**src/rtl/miner_node_endpoint_pkg.sv**
```systemverilog
`default_nettype none
// +----------------------------------------------------------------------------
// | miner_node_endpoint_pkg
// | Flit layout, status codes and state encodings shared with the controller.
// | Revision: 1.0
// +----------------------------------------------------------------------------
package miner_node_endpoint_pkg;

  localparam int NOC_DATA_W        = 64;
  localparam int NOC_DEST_W        = 5;
  localparam int NOC_VC_W          = 2;
  localparam int NOC_FLIT_W        = 2 + NOC_DATA_W + NOC_DEST_W + NOC_VC_W;
  localparam int NOC_HDR_FLITS     = 10;
  localparam int NUM_VCS           = 4;
  localparam int FLIT_BUFFER_DEPTH = 16;

  localparam logic [63:0] FOUND_MSG     = 64'h1;
  localparam logic [63:0] EXHAUSTED_MSG = 64'h2;

  typedef enum logic [2:0] {
    ST_RECV     = 3'd0,
    ST_HANDOFF  = 3'd1,
    ST_WAIT_RES = 3'd2,
    ST_REPLY0   = 3'd3,
    ST_REPLY1   = 3'd4
  } ep_state_e;

  function automatic logic [63:0] status_payload(input logic found);
    return found ? FOUND_MSG : EXHAUSTED_MSG;
  endfunction

endpackage
`default_nettype wire

```
**src/rtl/miner_node_endpoint_credit_counter.sv**
```systemverilog
`default_nettype none
// +----------------------------------------------------------------------------
// | noc_credit_counter
// | Outgoing-credit tracker: preset at reset, +1 per returned credit, -1 per
// | injected flit, clamped to [0, MAX].
// | Revision: 1.0
// +----------------------------------------------------------------------------
module noc_credit_counter #(
  parameter int INIT = 16,
  parameter int MAX  = 16,
  localparam int CNT_W = $clog2(MAX + 1)
) (
  input  logic             CLK,
  input  logic             nreset,
  input  logic             i_inc,
  input  logic             i_dec,
  output logic [CNT_W-1:0] o_count,
  output logic             o_avail
);

  localparam logic [CNT_W-1:0] C_INIT = CNT_W'(INIT);
  localparam logic [CNT_W-1:0] C_MAX  = CNT_W'(MAX);

  // A return and an injection in the same cycle cancel out.
  always_ff @(posedge CLK or negedge nreset) begin
    if (!nreset) begin
      o_count <= C_INIT;
    end else if (i_inc && !i_dec) begin
      if (o_count != C_MAX) o_count <= o_count + 1'b1;
    end else if (i_dec && !i_inc) begin
      if (o_count != '0) o_count <= o_count - 1'b1;
    end
  end

  assign o_avail = (o_count != '0);

  always @(posedge CLK) begin
    if (nreset) assert (!(i_inc && !i_dec && o_count == C_MAX));
  end

endmodule
`default_nettype wire

```
**src/rtl/miner_node_endpoint.sv**
```systemverilog
`default_nettype none
// +----------------------------------------------------------------------------
// | miner_node_endpoint
// | Worker NoC endpoint: assembles a block header, hands it to the hashing
// | core, and returns a 2-flit status/nonce reply under credit flow control.
// | Revision: 1.0
// +----------------------------------------------------------------------------
module miner_node_endpoint
  import miner_node_endpoint_pkg::*;
#(
  parameter int FLIT_DATA_WIDTH = NOC_DATA_W,
  parameter int DEST_BITS       = NOC_DEST_W,
  parameter int VC_BITS         = NOC_VC_W,
  parameter int HDR_FLITS       = NOC_HDR_FLITS,
  parameter int CTRL_NODE_ID    = 0,
  parameter int REPLY_VC        = 0,
  parameter int INIT_CREDITS    = 16,
  localparam int FLIT_W         = 2 + FLIT_DATA_WIDTH + DEST_BITS + VC_BITS,
  localparam int HDR_W          = HDR_FLITS * FLIT_DATA_WIDTH
) (
  input  logic                 CLK,
  input  logic                 nreset,
  input  logic [FLIT_W-1:0]    getFlit,
  output logic                 EN_getFlit,
  output logic [VC_BITS:0]     putCredits,
  output logic                 EN_putCredits,
  output logic [FLIT_W-1:0]    putFlit,
  output logic                 EN_putFlit,
  input  logic [VC_BITS:0]     getCredits,
  output logic                 EN_getCredits,
  output logic                 hdr_valid,
  output logic [HDR_W-1:0]     hdr_data,
  input  logic                 hdr_ready,
  input  logic                 res_valid,
  input  logic                 res_found,
  input  logic [31:0]          res_nonce,
  output logic                 res_ready,
  output logic [7:0]           err_count
);

  localparam int VALID_BIT = FLIT_W - 1;
  localparam int TAIL_BIT  = FLIT_W - 2;
  localparam int VC_LSB    = FLIT_DATA_WIDTH;
  localparam int DEST_LSB  = FLIT_DATA_WIDTH + VC_BITS;
  localparam int BEAT_W    = $clog2(HDR_FLITS);
  localparam logic [BEAT_W-1:0] C_LAST_BEAT = BEAT_W'(HDR_FLITS - 1);
  // A zero-credit start means the controller grants its buffer slots later,
  // so the counter still needs headroom up to the shared buffer depth.
  localparam int CREDIT_CAP = (INIT_CREDITS > 0) ? INIT_CREDITS : FLIT_BUFFER_DEPTH;
  localparam int CRED_W     = $clog2(CREDIT_CAP + 1);

  ep_state_e             r_state, w_state_nxt;
  logic [BEAT_W-1:0]     r_beat, w_beat_nxt;
  logic                  r_live;
  logic                  r_found;
  logic [31:0]           r_nonce;
  logic [7:0]            r_err;
  logic [HDR_W-1:0]      r_hdr;
  logic                  w_accept;
  logic                  w_bad;
  logic                  w_send;
  logic                  w_send_tail;
  logic                  w_credit_avail;
  logic [CRED_W-1:0]     w_out_credits;
  logic [FLIT_DATA_WIDTH-1:0] w_payload;
  logic                  w_unused_ok;

  noc_credit_counter #(
    .INIT (INIT_CREDITS),
    .MAX  (CREDIT_CAP)
  ) u_credits (
    .CLK     (CLK),
    .nreset  (nreset),
    .i_inc   (getCredits[VC_BITS]),
    .i_dec   (w_send),
    .o_count (w_out_credits),
    .o_avail (w_credit_avail)
  );

  always_ff @(posedge CLK or negedge nreset) begin
    if (!nreset) begin
      r_state <= ST_RECV;
      r_beat  <= '0;
    end else begin
      r_state <= w_state_nxt;
      r_beat  <= w_beat_nxt;
    end
  end

  always_comb begin
    w_state_nxt = r_state;
    w_beat_nxt  = r_beat;
    w_accept    = 1'b0;
    w_bad       = 1'b0;
    w_send      = 1'b0;
    w_send_tail = 1'b0;
    EN_getFlit  = 1'b0;
    hdr_valid   = 1'b0;
    res_ready   = 1'b0;
    case (r_state)
      ST_RECV: begin
        EN_getFlit = r_live;
        w_accept   = r_live & getFlit[VALID_BIT];
        if (w_accept) begin
          if (r_beat == C_LAST_BEAT) begin
            w_beat_nxt = '0;
            if (getFlit[TAIL_BIT]) w_state_nxt = ST_HANDOFF;
            else                   w_bad       = 1'b1;
          end else if (getFlit[TAIL_BIT]) begin
            w_beat_nxt = '0;
            w_bad      = 1'b1;
          end else begin
            w_beat_nxt = r_beat + 1'b1;
          end
        end
      end
      ST_HANDOFF: begin
        hdr_valid = 1'b1;
        if (hdr_ready) w_state_nxt = ST_WAIT_RES;
      end
      ST_WAIT_RES: begin
        res_ready = 1'b1;
        if (res_valid) w_state_nxt = ST_REPLY0;
      end
      ST_REPLY0: begin
        if (w_credit_avail) begin
          w_send      = 1'b1;
          w_state_nxt = ST_REPLY1;
        end
      end
      ST_REPLY1: begin
        if (w_credit_avail) begin
          w_send      = 1'b1;
          w_send_tail = 1'b1;
          w_state_nxt = ST_RECV;
        end
      end
      default: w_state_nxt = ST_RECV;
    endcase
  end

  assign w_payload = w_send_tail ? FLIT_DATA_WIDTH'(r_nonce)
                                 : FLIT_DATA_WIDTH'(status_payload(r_found));

  // Credits are returned for every dequeued flit, including ones of a
  // packet that is later dropped, so the upstream buffer never leaks.
  always_ff @(posedge CLK or negedge nreset) begin
    if (!nreset) begin
      r_live        <= 1'b0;
      EN_putCredits <= 1'b0;
      putCredits    <= '0;
      EN_putFlit    <= 1'b0;
      putFlit       <= '0;
      r_err         <= '0;
      r_hdr         <= '0;
      r_found       <= 1'b0;
      r_nonce       <= '0;
    end else begin
      r_live        <= 1'b1;
      EN_putCredits <= w_accept;
      putCredits    <= w_accept ? {1'b1, getFlit[VC_LSB +: VC_BITS]} : '0;
      EN_putFlit    <= w_send;
      putFlit       <= w_send ? {1'b1, w_send_tail, DEST_BITS'(CTRL_NODE_ID),
                                 VC_BITS'(REPLY_VC), w_payload} : '0;
      if (w_bad && r_err != 8'hFF) r_err <= r_err + 8'd1;
      if (w_accept) r_hdr[r_beat*FLIT_DATA_WIDTH +: FLIT_DATA_WIDTH] <= getFlit[FLIT_DATA_WIDTH-1:0];
      if (r_state == ST_WAIT_RES && res_valid) begin
        r_found <= res_found;
        r_nonce <= res_nonce;
      end
    end
  end

  assign EN_getCredits = r_live;
  assign hdr_data      = r_hdr;
  assign err_count     = r_err;
  assign w_unused_ok   = ^{getFlit[DEST_LSB +: DEST_BITS], getCredits[VC_BITS-1:0]};

endmodule
`default_nettype wire
```
**config.mk**
```make
export PLATFORM = sky130hd
export DESIGN_NAME = miner_node_endpoint
export DESIGN_NICKNAME = d
export VERILOG_FILES = /design/src/rtl/miner_node_endpoint_pkg.sv /design/src/rtl/miner_node_endpoint_credit_counter.sv /design/src/rtl/miner_node_endpoint.sv
export SDC_FILE = /design/constraint.sdc
export NUM_CORES = 1
export LEC_CHECK = 0
export CAP_MARGIN = 20
export CORE_AREA = 2 2 324 326
export DETAILED_ROUTE_END_ITERATION = 16
export DIE_AREA = 0 0 326 328
export GPL_TIMING_DRIVEN = 0
export SETUP_SLACK_MARGIN = 0.05
export SLEW_MARGIN = 10
export SYNTH_ARGS = -nofsm -noshare
export SYNTH_HDL_FRONTEND = slang
export SYNTH_SLANG_ARGS = --single-unit
```
**constraint.sdc**
```tcl
create_clock -name CLK -period 5.09 [get_ports CLK]
set_clock_uncertainty 0.15 [all_clocks]
set_input_delay 0.7635 -clock CLK [delete_from_list [all_inputs] [get_ports CLK]]
set_output_delay 0.7635 -clock CLK [all_outputs]
set_load 0.02 [all_outputs]
```
==> flow_summary.json <==
{
  "status": "finished clean",
  "endpoint_kind": "flip-flop",
  "wl_met1_um": 51400,
  "hold_class": "flip-flop to flip-flop",
  "path_clk_slew_ns": 0.06,
  "wl_um": 124000,
  "seq_area_frac_synth": 0.585,
  "yosys_warnings": 0,
  "dpl_cell_area_sq_um": 41600,
  "layout_commonest_cell": "clkdlybuf4s50_1",
  "slowest_delay_ns": 0.60,
  "fin_crit_sh": 0.942,
  "antenna_found_initial": 8,
  "root_buffer": "clkbuf_16",
  "path_depth": 12,
  "port_buffers": 796,
  "wl_met2_um": 59600,
  "hold_depth": 1,
  "die_w_um": 326,
  "final_cell_mix": "clkdlybuf4s50_1 (795), dfrtp_1 (730), mux2_2 (407)",
  "syn_area_sq_um": 31300,
  "rr_worst_depth": 12,
  "rsz0062_at_grt": "false",
  "wl_per_cell_um": 25.1,
  "die_h_um": 328,
  "layout-drive-gt1-share": 0.213,
  "dp_cells": 4770,
  "synth_cell_types": 55,
  "max_freq_mhz": 209,
  "clockBufferDepth": 3,
  "multi_input_area_sq_um": 11600,
  "required_ns": 5.43,
  "dp_hpwl_um": 92800,
  "viasPerCell": 4.68,
  "overflow": 0,
  "tritoncts": "yes",
  "h-tree-depth": 3,
  "seqCellArea_sq_um": 18300,
  "path_buf_inv": 6,
  "first_global_vias": 23600,
  "final_area_sq_um": 44500,
  "crit_chain": "clkbuf_2, clkbuf_4, clkbuf_4, buf_2, nor3_1, ha_1, or4b_2, or4_1, buf_2, clkbuf_1, nand2_1, o21ai_0",
  "crit_path_top_delay_cell": "or4b_2",
  "first_pass_iters": 5,
  "cts_buffers": 84,
  "synth_top_flop_cell": "dfrtp_1",
  "dr_total_vias": 23100,
  "avgSynthCellArea_sq_um": 12.3,
  "synth-seq-cells": 731,
  "cts_sinks": 731,
  "clk_latency_ns": 0.66,
  "drc": 0,
  "async_flop_share": 1.00,
  "power_leakage_nw": 21.2,
  "cp-start-kind": "flip-flop",
  "gp_congestion": 0.801,
  "grt_max_degree": 104,
  "crit_family": "buffers and inverters",
  "ir_drop_mv": 0.320,
  "synth_edf_count": 0,
  "fillers": 9799,
  "syn_inst": 2536,
  "rows": 118,
  "start_util": 0.303,
  "worstPathArrival_ns": 5.14,
  "period_needed_ns": 4.79,
  "finalMaxSlewViolations": 0,
  "ant_nets": 0,
  "syn_to_final_growth_pct": 42.1,
  "boundaryPins": 843,
  "hold_viol_final": 0,
  "slew_headroom": 0.290,
  "top_layer_used": "met4",
  "p_per_area_nw_per_um2": 534,
  "cp_max_fo": 19,
  "grt_pass1_wl_um": 175000,
  "met3_length_um": 9230,
  "grt_use_total": 0.227,
  "coreArea_sq_um": 103000,
  "layout.cells.non_filler": 4930,
  "nets": 3610,
  "postLayoutCoreUtil": 0.431,
  "tightestPinTransition_ns": 1.07,
  "worstSetupPathType": "flip-flop to flip-flop",
  "setup_violations": 0,
  "drtIter0Drc": 1372,
  "drv_cap": 0,
  "die-area_sq_um": 107000
}
[through the flow]
stage               setup WS, ns  total power [mW]  setup TNS [ns]  hold WS [ns]
floorplan                   1.19              12.5               0         0.299
detailed placement         -1.62              17.8         -719.30         0.311
finish                     0.295              23.7               0         0.320
global placement          -31.93              17.6               -         0.306
CTS                       0.0712              24.0               0         0.325
global route              0.0703              24.9               0         0.335
[where the power goes]
part	internal [mW]	total [mW]	switching [mW]
registers	7.10	7.81	0.711
clock network	3.61	6.12	2.51
logic	3.78	9.79	6.01
[Yosys cell counts (3+ instances only)]
master	count	area, sq um
o21ai_0	73	365
buf_2	34	170
ha_1	9	113
nor3_1	4	20.0
mux2i_1	99	991
or4_1	3	22.5
nand2_1	243	912
nand2b_1	3	18.8
nor3b_1	4	30.0
mux2_1	17	191
buf_4	48	360
and3_1	168	1050
a21o_1	33	248
nor2_1	164	616
inv_1	108	405
mux2_4	60	901
clkbuf_1	111	417
a21oi_1	7	35.0
buf_6	18	203
xnor2_1	4	35.0
and2_1	97	607
xor2_1	9	78.8
nor2b_1	4	25.0
mux2_2	407	4580
nand3b_1	3	22.5
nor4_1	35	219
nand3_1	5	25.0
dfrtp_1	730	18300
[layout make-up]
type                    instances  area share
repair buffers                828       0.191
clock buffers                 122      0.0564
plain buffers                 211      0.0264
diodes                          4    0.000225
multi-input cells            1522       0.261
inverters                     109     0.00923
well taps                    1380      0.0388
flip-flops and latches        731       0.411
clock inverters                23     0.00565
[cells by family (layout without fill, tap and decap cells)]
group           count (synthesis)  in the layout  share of synthesized area
buf+inv                       321           1293                     0.0500
simple gates                  751            751                      0.120
xor+xnor                       13             13                    0.00364
other cells                     2             44                   0.000240
mux                           583            583                      0.213
fa+ha+maj                      10             10                    0.00424
compound gates                125            125                     0.0239
flops                         731            731                      0.585
[routing by layer]
metal  GRT usage  vias to the layer above
met4      0.0655                        0
met3      0.0718                      171
met1       0.282                    11700
met5           0                        -
met2       0.377                      742
li1            -                    10400
[repair_timing]
item                                    4_1_cts  5_1_grt
endpoints found under the setup margin      640      228
hold buffers                                  1        0
gates resized for setup                       7        6
endpoints found under the hold margin        35        0
setup buffers                                11        0
pin swaps                                     5        0
[flip-flops by register name, summed over array words and instances, names as in the netlist, 2 cells and up]
signal             flops
u_credits.o_count      5
hdr_data             640
putCredits             2
putFlit               34
r_state                3
err_count              8
r_beat                 4
r_nonce               32
[final timing paths]
| check | from | to | slack, ns |
|---|---|---|---|
| min in group asynchronous | nreset | r_nonce[25] | 0.44 |
| min reg2reg | r_nonce[18] | putFlit[18] | 0.32 |
| max in group asynchronous | nreset | hdr_data[286] | 2.55 |
| min | r_nonce[18] | putFlit[18] | 0.32 |
| max | r_beat[0] | hdr_data[31] | 0.30 |
| max reg2reg | r_beat[0] | hdr_data[31] | 0.30 |
No activity file was read; power rests on OpenSTA's default activity.
